$ cat src/rtl/axi4_lite_reg_pkg.sv
`default_nettype none
// ============================================================================
// Module   : axi4_lite_reg_pkg
// Brief    : Shared response codes, register offsets and FSM state types for
//            the AXI4-Lite register slave. Macro: AXI_SLAVE_WAIT_EN.
// Revision : 1.0 - initial release
// ============================================================================
package axi4_lite_reg_pkg;

    localparam logic [1:0]  RESP_OKAY   = 2'b00;
    localparam logic [1:0]  RESP_SLVERR = 2'b10;

    localparam logic [31:0] OFF_ID      = 32'h0000_0000;
    localparam logic [31:0] OFF_STATUS  = 32'h0000_0004;
    localparam logic [31:0] OFF_RW_BASE = 32'h0000_0008;

    typedef enum logic [2:0] {
        W_IDLE,
        W_HAVE_ADDR,
        W_HAVE_DATA,
        W_RESP
`ifdef AXI_SLAVE_WAIT_EN
        , W_WAIT
`endif
    } write_state_t;

    typedef enum logic [1:0] {
        R_IDLE,
        R_DATA
`ifdef AXI_SLAVE_WAIT_EN
        , R_WAIT
`endif
    } read_state_t;

    // Index width for an n-entry register array, never below one bit.
    function automatic int idx_width(input int n);
        return (n > 1) ? $clog2(n) : 1;
    endfunction

endpackage
`default_nettype wire

$ cat src/rtl/axi4_lite_if.sv
`default_nettype none
// ============================================================================
// Module   : axi4_lite_if
// Brief    : AXI4-Lite bus bundle (32-bit address/data) with master/slave views.
// Revision : 1.0 - initial release
// ============================================================================
interface axi4_lite_if;
    logic        awvalid;
    logic        awready;
    logic [31:0] awaddr;
    logic        wvalid;
    logic        wready;
    logic [31:0] wdata;
    logic [3:0]  wstrb;
    logic        bvalid;
    logic        bready;
    logic [1:0]  bresp;
    logic        arvalid;
    logic        arready;
    logic [31:0] araddr;
    logic        rvalid;
    logic        rready;
    logic [31:0] rdata;
    logic [1:0]  rresp;

    modport master (
        output awvalid, awaddr, wvalid, wdata, wstrb, bready, arvalid, araddr, rready,
        input  awready, wready, bvalid, bresp, arready, rvalid, rdata, rresp
    );

    modport slave (
        input  awvalid, awaddr, wvalid, wdata, wstrb, bready, arvalid, araddr, rready,
        output awready, wready, bvalid, bresp, arready, rvalid, rdata, rresp
    );
endinterface
`default_nettype wire

$ cat src/rtl/axi4_lite_reg_decode.sv
`default_nettype none
// ============================================================================
// Module   : axi4_lite_reg_decode
// Brief    : Combinational byte-address decoder for the register window.
// Revision : 1.0 - initial release
// ============================================================================
module axi4_lite_reg_decode
    import axi4_lite_reg_pkg::*;
#(
    parameter logic [31:0] BASE_ADDR = 32'h0000_1000,
    parameter int          NUM_RW    = 8,
    parameter int          IDX_W     = 3
) (
    input  wire logic [31:0]      i_addr,
    output logic                  o_is_id,
    output logic                  o_is_status,
    output logic [IDX_W-1:0]      o_rw_idx,
    output logic                  o_err
);

    localparam logic [31:0] c_WIN_END = OFF_RW_BASE + 32'(4 * NUM_RW);

    logic [31:0] w_offset;

    assign w_offset    = i_addr - BASE_ADDR;
    assign o_err       = (i_addr < BASE_ADDR) || (i_addr[1:0] != 2'b00) ||
                         (w_offset >= c_WIN_END);
    assign o_is_id     = !o_err && (w_offset == OFF_ID);
    assign o_is_status = !o_err && (w_offset == OFF_STATUS);
    // Only meaningful when the access is neither an error nor ID/STATUS.
    assign o_rw_idx    = IDX_W'((w_offset - OFF_RW_BASE) >> 2);

endmodule
`default_nettype wire

$ cat src/rtl/axi4_lite_reg_slave.sv
`default_nettype none
// ============================================================================
// Module   : axi4_lite_reg_slave
// Brief    : AXI4-Lite register block: ID, STATUS and NUM_RW control registers
//            with independent read/write FSMs. Macro: AXI_SLAVE_WAIT_EN.
// Revision : 1.0 - initial release
// ============================================================================
module axi4_lite_reg_slave
    import axi4_lite_reg_pkg::*;
#(
    parameter logic [31:0] BASE_ADDR   = 32'h0000_1000,
    parameter int          NUM_RW      = 8,
    parameter logic [31:0] ID_VALUE    = 32'hA5A5_0001,
    parameter int          WAIT_CYCLES = 4
) (
    input  wire logic               clk,
    input  wire logic               rst,
    axi4_lite_if.slave              axi,
    input  wire logic [31:0]        hw_status,
    output logic [NUM_RW*32-1:0]    reg_out,
    output logic [NUM_RW-1:0]       reg_wr_pulse
);

    localparam int IDX_W = idx_width(NUM_RW);

    write_state_t       r_wstate, w_wstate_nxt;
    read_state_t        r_rstate, w_rstate_nxt;
    logic [31:0]        r_awaddr, r_wdata, r_status, r_rdata;
    logic [3:0]         r_wstrb;
    logic               r_bvalid;
    logic [1:0]         r_bresp, r_rresp;
    logic [31:0]        r_regs [NUM_RW];

    logic               w_aw_hs, w_w_hs, w_ar_hs, w_commit, w_wr_bad, w_bvalid_set, w_rd_sample;
    logic               w_wr_is_id, w_wr_is_status, w_wr_err;
    logic               w_rd_is_id, w_rd_is_status, w_rd_err;
    logic [IDX_W-1:0]   w_wr_idx, w_rd_idx;
    logic [31:0]        w_rd_addr, w_rd_data;
    logic [1:0]         w_rd_resp;

    axi4_lite_reg_decode #(.BASE_ADDR(BASE_ADDR), .NUM_RW(NUM_RW), .IDX_W(IDX_W)) u_wr_dec (
        .i_addr(r_awaddr), .o_is_id(w_wr_is_id), .o_is_status(w_wr_is_status),
        .o_rw_idx(w_wr_idx), .o_err(w_wr_err)
    );

    axi4_lite_reg_decode #(.BASE_ADDR(BASE_ADDR), .NUM_RW(NUM_RW), .IDX_W(IDX_W)) u_rd_dec (
        .i_addr(w_rd_addr), .o_is_id(w_rd_is_id), .o_is_status(w_rd_is_status),
        .o_rw_idx(w_rd_idx), .o_err(w_rd_err)
    );

    assign axi.awready = !rst && ((r_wstate == W_IDLE) || (r_wstate == W_HAVE_DATA));
    assign axi.wready  = !rst && ((r_wstate == W_IDLE) || (r_wstate == W_HAVE_ADDR));
    assign axi.arready = !rst && (r_rstate == R_IDLE);
    assign axi.bvalid  = r_bvalid;
    assign axi.bresp   = r_bresp;
    assign axi.rvalid  = (r_rstate == R_DATA);
    assign axi.rdata   = r_rdata;
    assign axi.rresp   = r_rresp;

    assign w_aw_hs  = axi.awvalid && axi.awready;
    assign w_w_hs   = axi.wvalid && axi.wready;
    assign w_ar_hs  = axi.arvalid && axi.arready;
    // The first W_RESP cycle, before bvalid rises, is the commit cycle.
    assign w_commit = (r_wstate == W_RESP) && !r_bvalid;
    assign w_wr_bad = w_wr_err || w_wr_is_id || w_wr_is_status;

`ifdef AXI_SLAVE_WAIT_EN
    localparam logic [7:0] c_WAIT = 8'(WAIT_CYCLES);
    logic [7:0]  r_wcnt, r_rcnt;
    logic [31:0] r_araddr;
    logic        w_wwait_done, w_rwait_done;

    assign w_wwait_done = (r_wstate == W_WAIT) && (r_wcnt == 8'd1);
    assign w_rwait_done = (r_rstate == R_WAIT) && (r_rcnt == 8'd1);
    assign w_bvalid_set = (w_commit && (c_WAIT == 8'd0)) || w_wwait_done;
    assign w_rd_sample  = (w_ar_hs && (c_WAIT == 8'd0)) || w_rwait_done;
    assign w_rd_addr    = (r_rstate == R_WAIT) ? r_araddr : axi.araddr;

    always_ff @(posedge clk) begin
        if (rst) begin
            r_wcnt   <= '0;
            r_rcnt   <= '0;
            r_araddr <= '0;
        end else begin
            if (w_commit)                  r_wcnt <= c_WAIT;
            else if (r_wstate == W_WAIT)   r_wcnt <= r_wcnt - 8'd1;
            if (w_ar_hs) begin
                r_rcnt   <= c_WAIT;
                r_araddr <= axi.araddr;
            end else if (r_rstate == R_WAIT) begin
                r_rcnt   <= r_rcnt - 8'd1;
            end
        end
    end
`else
    assign w_bvalid_set = w_commit;
    assign w_rd_sample  = w_ar_hs;
    assign w_rd_addr    = axi.araddr;
`endif

    always_comb begin
        w_wstate_nxt = r_wstate;
        case (r_wstate)
            W_IDLE: begin
                if (w_aw_hs && w_w_hs) w_wstate_nxt = W_RESP;
                else if (w_aw_hs)      w_wstate_nxt = W_HAVE_ADDR;
                else if (w_w_hs)       w_wstate_nxt = W_HAVE_DATA;
            end
            W_HAVE_ADDR: if (w_w_hs)  w_wstate_nxt = W_RESP;
            W_HAVE_DATA: if (w_aw_hs) w_wstate_nxt = W_RESP;
            W_RESP: begin
                if (w_commit) begin
`ifdef AXI_SLAVE_WAIT_EN
                    if (c_WAIT != 8'd0) w_wstate_nxt = W_WAIT;
`endif
                end else if (axi.bready) begin
                    w_wstate_nxt = W_IDLE;
                end
            end
`ifdef AXI_SLAVE_WAIT_EN
            W_WAIT: if (w_wwait_done) w_wstate_nxt = W_RESP;
`endif
            default: w_wstate_nxt = W_IDLE;
        endcase
    end

    always_comb begin
        w_rstate_nxt = r_rstate;
        case (r_rstate)
            R_IDLE: begin
                if (w_ar_hs) begin
`ifdef AXI_SLAVE_WAIT_EN
                    w_rstate_nxt = (c_WAIT == 8'd0) ? R_DATA : R_WAIT;
`else
                    w_rstate_nxt = R_DATA;
`endif
                end
            end
            R_DATA: if (axi.rready) w_rstate_nxt = R_IDLE;
`ifdef AXI_SLAVE_WAIT_EN
            R_WAIT: if (w_rwait_done) w_rstate_nxt = R_DATA;
`endif
            default: w_rstate_nxt = R_IDLE;
        endcase
    end

    always_comb begin
        w_rd_data = '0;
        w_rd_resp = RESP_SLVERR;
        if (!w_rd_err) begin
            w_rd_resp = RESP_OKAY;
            if (w_rd_is_id)          w_rd_data = ID_VALUE;
            else if (w_rd_is_status) w_rd_data = r_status;
            else                     w_rd_data = r_regs[w_rd_idx];
        end
    end

    always_ff @(posedge clk) begin
        if (rst) begin
            r_wstate <= W_IDLE;
            r_rstate <= R_IDLE;
            r_bvalid <= 1'b0;
            r_bresp  <= RESP_OKAY;
            r_rdata  <= '0;
            r_rresp  <= RESP_OKAY;
        end else begin
            r_wstate <= w_wstate_nxt;
            r_rstate <= w_rstate_nxt;
            if (w_commit)                    r_bresp  <= w_wr_bad ? RESP_SLVERR : RESP_OKAY;
            if (w_bvalid_set)                r_bvalid <= 1'b1;
            else if (r_bvalid && axi.bready) r_bvalid <= 1'b0;
            if (w_rd_sample) begin
                r_rdata <= w_rd_data;
                r_rresp <= w_rd_resp;
            end
        end
    end

    always_ff @(posedge clk) begin
        if (w_aw_hs) r_awaddr <= axi.awaddr;
        if (w_w_hs) begin
            r_wdata <= axi.wdata;
            r_wstrb <= axi.wstrb;
        end
    end

    always_ff @(posedge clk) begin
        if (rst) begin
            for (int i = 0; i < NUM_RW; i++) r_regs[i] <= '0;
            r_status <= '0;
        end else begin
            r_status <= hw_status;
            if (w_commit && !w_wr_bad) begin
                for (int j = 0; j < 4; j++) begin
                    if (r_wstrb[j]) r_regs[w_wr_idx][8*j +: 8] <= r_wdata[8*j +: 8];
                end
            end
        end
    end

    for (genvar gi = 0; gi < NUM_RW; gi++) begin : g_out
        assign reg_out[32*gi +: 32] = r_regs[gi];
        assign reg_wr_pulse[gi]     = w_commit && !w_wr_bad && (w_wr_idx == IDX_W'(gi));
    end

endmodule
`default_nettype wire

$ cat src/flat_wrapper.sv
// flat-port wrapper written by rule: the top's interface ports become plain ports
module axi4_lite_reg_slave_flat import axi4_lite_reg_pkg::*;
#(
    parameter logic [31:0] BASE_ADDR   = 32'h0000_1000,
    parameter int          NUM_RW      = 8,
    parameter logic [31:0] ID_VALUE    = 32'hA5A5_0001,
    parameter int          WAIT_CYCLES = 4
)
  (clk, rst, hw_status, reg_out, reg_wr_pulse, axi_awvalid, axi_awaddr, axi_wvalid, axi_wdata, axi_wstrb, axi_bready, axi_arvalid, axi_araddr, axi_rready, axi_awready, axi_wready, axi_bvalid, axi_bresp, axi_arready, axi_rvalid, axi_rdata, axi_rresp);
  axi4_lite_if axi_i ();
  input  wire logic clk;
  input  wire logic rst;
  input  wire logic [31:0] hw_status;
  output logic [NUM_RW*32-1:0] reg_out;
  output logic [NUM_RW-1:0] reg_wr_pulse;
  input wire logic [$bits(axi_i.awvalid)-1:0] axi_awvalid;
  input wire logic [$bits(axi_i.awaddr)-1:0] axi_awaddr;
  input wire logic [$bits(axi_i.wvalid)-1:0] axi_wvalid;
  input wire logic [$bits(axi_i.wdata)-1:0] axi_wdata;
  input wire logic [$bits(axi_i.wstrb)-1:0] axi_wstrb;
  input wire logic [$bits(axi_i.bready)-1:0] axi_bready;
  input wire logic [$bits(axi_i.arvalid)-1:0] axi_arvalid;
  input wire logic [$bits(axi_i.araddr)-1:0] axi_araddr;
  input wire logic [$bits(axi_i.rready)-1:0] axi_rready;
  output wire logic [$bits(axi_i.awready)-1:0] axi_awready;
  output wire logic [$bits(axi_i.wready)-1:0] axi_wready;
  output wire logic [$bits(axi_i.bvalid)-1:0] axi_bvalid;
  output wire logic [$bits(axi_i.bresp)-1:0] axi_bresp;
  output wire logic [$bits(axi_i.arready)-1:0] axi_arready;
  output wire logic [$bits(axi_i.rvalid)-1:0] axi_rvalid;
  output wire logic [$bits(axi_i.rdata)-1:0] axi_rdata;
  output wire logic [$bits(axi_i.rresp)-1:0] axi_rresp;
  assign axi_i.awvalid = axi_awvalid;
  assign axi_i.awaddr = axi_awaddr;
  assign axi_i.wvalid = axi_wvalid;
  assign axi_i.wdata = axi_wdata;
  assign axi_i.wstrb = axi_wstrb;
  assign axi_i.bready = axi_bready;
  assign axi_i.arvalid = axi_arvalid;
  assign axi_i.araddr = axi_araddr;
  assign axi_i.rready = axi_rready;
  assign axi_awready = axi_i.awready;
  assign axi_wready = axi_i.wready;
  assign axi_bvalid = axi_i.bvalid;
  assign axi_bresp = axi_i.bresp;
  assign axi_arready = axi_i.arready;
  assign axi_rvalid = axi_i.rvalid;
  assign axi_rdata = axi_i.rdata;
  assign axi_rresp = axi_i.rresp;
  axi4_lite_reg_slave #(.BASE_ADDR(BASE_ADDR), .NUM_RW(NUM_RW), .ID_VALUE(ID_VALUE), .WAIT_CYCLES(WAIT_CYCLES)) u_core (.clk(clk), .rst(rst), .axi(axi_i), .hw_status(hw_status), .reg_out(reg_out), .reg_wr_pulse(reg_wr_pulse));
endmodule
$ cat config.mk
export PLATFORM = sky130hd
export DESIGN_NAME = axi4_lite_reg_slave_flat
export DESIGN_NICKNAME = d
export VERILOG_FILES = /design/src/rtl/axi4_lite_reg_pkg.sv /design/src/rtl/axi4_lite_if.sv /design/src/rtl/axi4_lite_reg_decode.sv /design/src/rtl/axi4_lite_reg_slave.sv /design/src/flat_wrapper.sv
export SDC_FILE = /design/constraint.sdc
export NUM_CORES = 1
export LEC_CHECK = 0
export ABC_AREA = 0
export CORE_MARGIN = 3
export CORE_UTILIZATION = 53
export CTS_BUF_LIST = sky130_fd_sc_hd__clkbuf_16
export DETAILED_ROUTE_END_ITERATION = 8
export PLACE_DENSITY = 0.83
export SLEW_MARGIN = 20
export SYNTH_ARGS = -nofsm -noshare
export SYNTH_HDL_FRONTEND = slang
export SYNTH_HIERARCHICAL = 1
export SYNTH_SLANG_ARGS = --single-unit
$ cat constraint.sdc
create_clock -name clk -period 6.2 [get_ports clk]
set_input_delay 1.24 -clock clk [delete_from_list [all_inputs] [get_ports clk]]
set_output_delay 1.24 -clock clk [all_outputs]
set_load 0.03 [all_outputs]
==> key figures <==
Run status
  – Run status: finished clean

Route
  – Routed wire length: 51.2 mm
  – DRC Markers: 0
  – Routed wl met2: between 20 and 30 mm
  – 1st-iter DRT viols: 904
  – Wl on met1: 17.7 mm
  – Post-DR wirelength/cell: 25.9 um
  – DR pass1 iterations: 5
  – Via density: 5.79
  – ANT nets after route: 0
  – DR vias: 11443
  – Top sig layer: met5
  – Routed wl met3: 5.27 mm

STA
  – Hold Violations, Final: 0
  – Setup Skew: 32.2 ps
  – Slew HR: 28.0%
  – Highest Clock Rate: between 150 and 200 MHz
  – RSZ-0062 raised after global routing: no
  – Worst setup slack after layout: 983 ps
  – Fin crit period: 5220 ps
  – Setup Viol. Count Final: 0
  – Slew @ Worst Pin: ~1100 ps
  – Final setup TNS: 0 ps
  – Period utilization: a little over four fifths
  – Final Slew Violations: 0

Placed design
  – Gpl congestion: 0.950
  – Pre-CTS setup slack: 1270 ps
  – Detail Placement HPWL: 37.8 mm
  – Placed cells: between 1500 and 2000
  – IO buf count: ~440

Yosys
  – Sequential fraction of the synthesis area: 67.0%
  – Yosys top cell area share: 58.6%
  – Synth Cell Area: about 0.017 mm^2
  – Flops & latches, synth: 394
  – Top post-synthesis cells by area: edfxtp_1 59%, and2_1 9.7%, mux4_2 8.7%
  – Most frequent cell after synthesis: edfxtp_1
  – Post-synth ARST share: 0%
  – Post-synth top area cell: edfxtp_1
  – EDFF count, synth: ~320
  – Syn avg cell area: 15.1 um^2
  – Synth warnings: 6
  – Synth cell count leaders: 324 x edfxtp_1, 258 x and2_1, 70 x dfxtp_1, 64 x mux4_2, 46 x a22oi_1
  – Synthesized netlist cell count: 1098
  – Post-synth top flop: edfxtp_1
  – Distinct cells, synth: 47

Clock tree
  – Post-CTS setup buffers: 0
  – H-Tree Depth: 2
  – Total CTS buffers: 42
  – Hold Buf Count CTS: 0
  – Clk Latency, worst-skew pair: 550 ps
  – Resized cells post-CTS: 0
  – CTS Sinks: around 400
  – Clock Tree Buf Depth: 3
  – CTS tree: built
  – CTS root buf: clkbuf_16
  – Clk pin slew, worst setup/hold paths: 60 ps

Global routing
  – Largest net degree at the start of global routing: 65
  – Initial antenna violation count: 7
  – Vias in the first global route: 12006
  – First-pass GRT wire length: between 70 and 80 mm
  – GR Util All Layers: 30.0%
  – Remaining global-route overflow: 0

Power
  – P_int: 4.64 mW
  – Sw Ratio: 25.0%
  – Clock Power Share: 37.7%
  – Seq pwr share: 50.6%
  – Psw: between 1.5 and 2 mW
  – P_leak: 8.13 nW
  – Pwr dens: 273 mW/mm^2
  – Maximum vdd drop: 0.274 mV
  – Combinational power share: between 10% and 20%

Floorplan
  – Die W: 183 um
  – Die ar.: about 0.033 mm^2
  – Initial core utilization: 54.0%
  – Core area: 0.0307 mm^2
  – Rows: 64
  – Top Ports: 444
  – Die H: about 180 um

Flow run
  – Max cap viols: 0

Critical path
  – CP max stage cell: clkdlybuf4s50_1
  – CP Capture Type: output pin
  – Worst setup SP type: flop
  – Delay-heaviest family, CP: simple AND/OR/NAND/NOR gates
  – WP buf/inv: 1
  – Critical Path Max Stage Delay: 700 ps
  – CP max FO: 9
  – Worst Path Arrival: 3980 ps
  – Setup Crit Path Kind: flop to output pin
  – Data required, critical path: 4960 ps
  – Cell Chain, Critical Path: or4_4 > nand2_1 > or4bb_1 > or3_1 > nor4b_4 > nand2b_1 > nor2_1 > clkdlybuf4s50_1

Final layout
  – Post-route insts no fill: 1976
  – Layout cells sized above 1: 12.7%
  – Fillers: 1957
  – Final #Nets: 1690
  – Area Overhead vs Synth: 36.4%

Min path
  – Worst min-delay path class: flop to flop
## registers in the layout (all words and copies together), names as in the netlist
signal and cells:
u_core/r_regs 256, u_core/axi.rdata 32, u_core/r_awaddr 32, u_core/r_status 32, u_core/r_wdata 32, u_core/r_wstrb 4, u_core/r_wstate 2, u_core/axi.bresp 1
u_core/axi.bvalid 1, u_core/axi.rresp 1, u_core/r_rstate 1
## path summary, 6_finish.rpt
kind	start	endpoint	slack [ps]	cells after the start
max	u_core/r_awaddr[15]$_DFFE_PP_	reg_wr_pulse[0]	980	8
min	u_core/r_status[5]$_SDFF_PP0_	u_core/axi.rdata[5]$_SDFFE_PP0P_	450	2
max reg2reg	u_core/r_awaddr[15]$_DFFE_PP_	u_core/r_regs[7][12]$_SDFFCE_PN0P_	1920	8
min reg2reg	u_core/r_status[5]$_SDFF_PP0_	u_core/axi.rdata[5]$_SDFFE_PP0P_	450	2
## power groups by stage
stage	Combinational, mW	Sequential, mW	Clock [mW]
after global routing	0.757	3.15	2.47
after detailed placement	0.718	3.18	0
after global placement	0.708	3.17	0
final	0.723	3.13	2.33
after CTS	0.721	3.13	2.36
after floorplan	0.270	3.26	0
## area by class of cell
class                   instances  area, um^2  area share (%)
diodes                          1        2.50          0.0111
inverters                       7        28.8           0.127
clock buffers                  42        1050            4.64
repair buffers                451        4490            19.8
clock inverters                35         228            1.01
flip-flops and latches        394       11100            49.2
well taps                     396         495            2.19
multi-input cells             650        5220            23.1
## worst min-delay path, cell delays in order (launching register included)
cell	delay (ps)
dfxtp_1	300
a22oi_1	70
nand2_1	50
## stage by stage
step	instance area, um^2	power (mW)	hold WS (ps)	utilization (%)
after detailed placement	21400	3.90	444	69.5
after global placement	21400	3.88	437	69.5
after CTS	22600	6.21	456	73.6
after global routing	22600	6.37	475	73.6
final	22600	6.19	446	73.6
after floorplan	16600	3.53	430	-
## logic make-up (layout without fill, tap and decap cells)
logic type | Yosys count | count (layout) | share of synthesized area, %
multiplexers | 78 | 78 | 9.54
flip-flops | 394 | 394 | 67.0
buffers and inverters | 55 | 535 | 1.70
adder cells (fa/ha/maj) | 5 | 5 | 0.377
XOR/XNOR | 4 | 4 | 0.211
AO/OA/AOI/OAI | 83 | 83 | 3.32
other | 1 | 3 | 0.0226
AND/OR/NAND/NOR | 478 | 478 | 17.8
## cell usage in the layout (no fill, tap or decap), types with 6 or more instances in the layout
master           instances
clkdlybuf4s50_1        440
edfxtp_1               324
and2_1                 257
dfxtp_1                 70
mux4_2                  64
a22oi_1                 46
clkbuf_16               42
nor2_1                  32
nor2_2                  32
nor2b_1                 32
nand2_1                 27
a21oi_1                 21
or2_2                   19
nor3_1                  16
clkinv_1                13
inv_1                   13
or2_1                   13
mux2i_1                 12
buf_4                   11
o22ai_1                  9
clkinv_2                 7
or3_1                    6
nor4_1                   6
## routing by layer
layer  track usage, %  vias up
met3             8.94      143
met2             52.4      656
met5                0        -
met4             11.5       14
li1                 -     4969
met1             35.2     5661
Power figures use the tool's default switching activity.
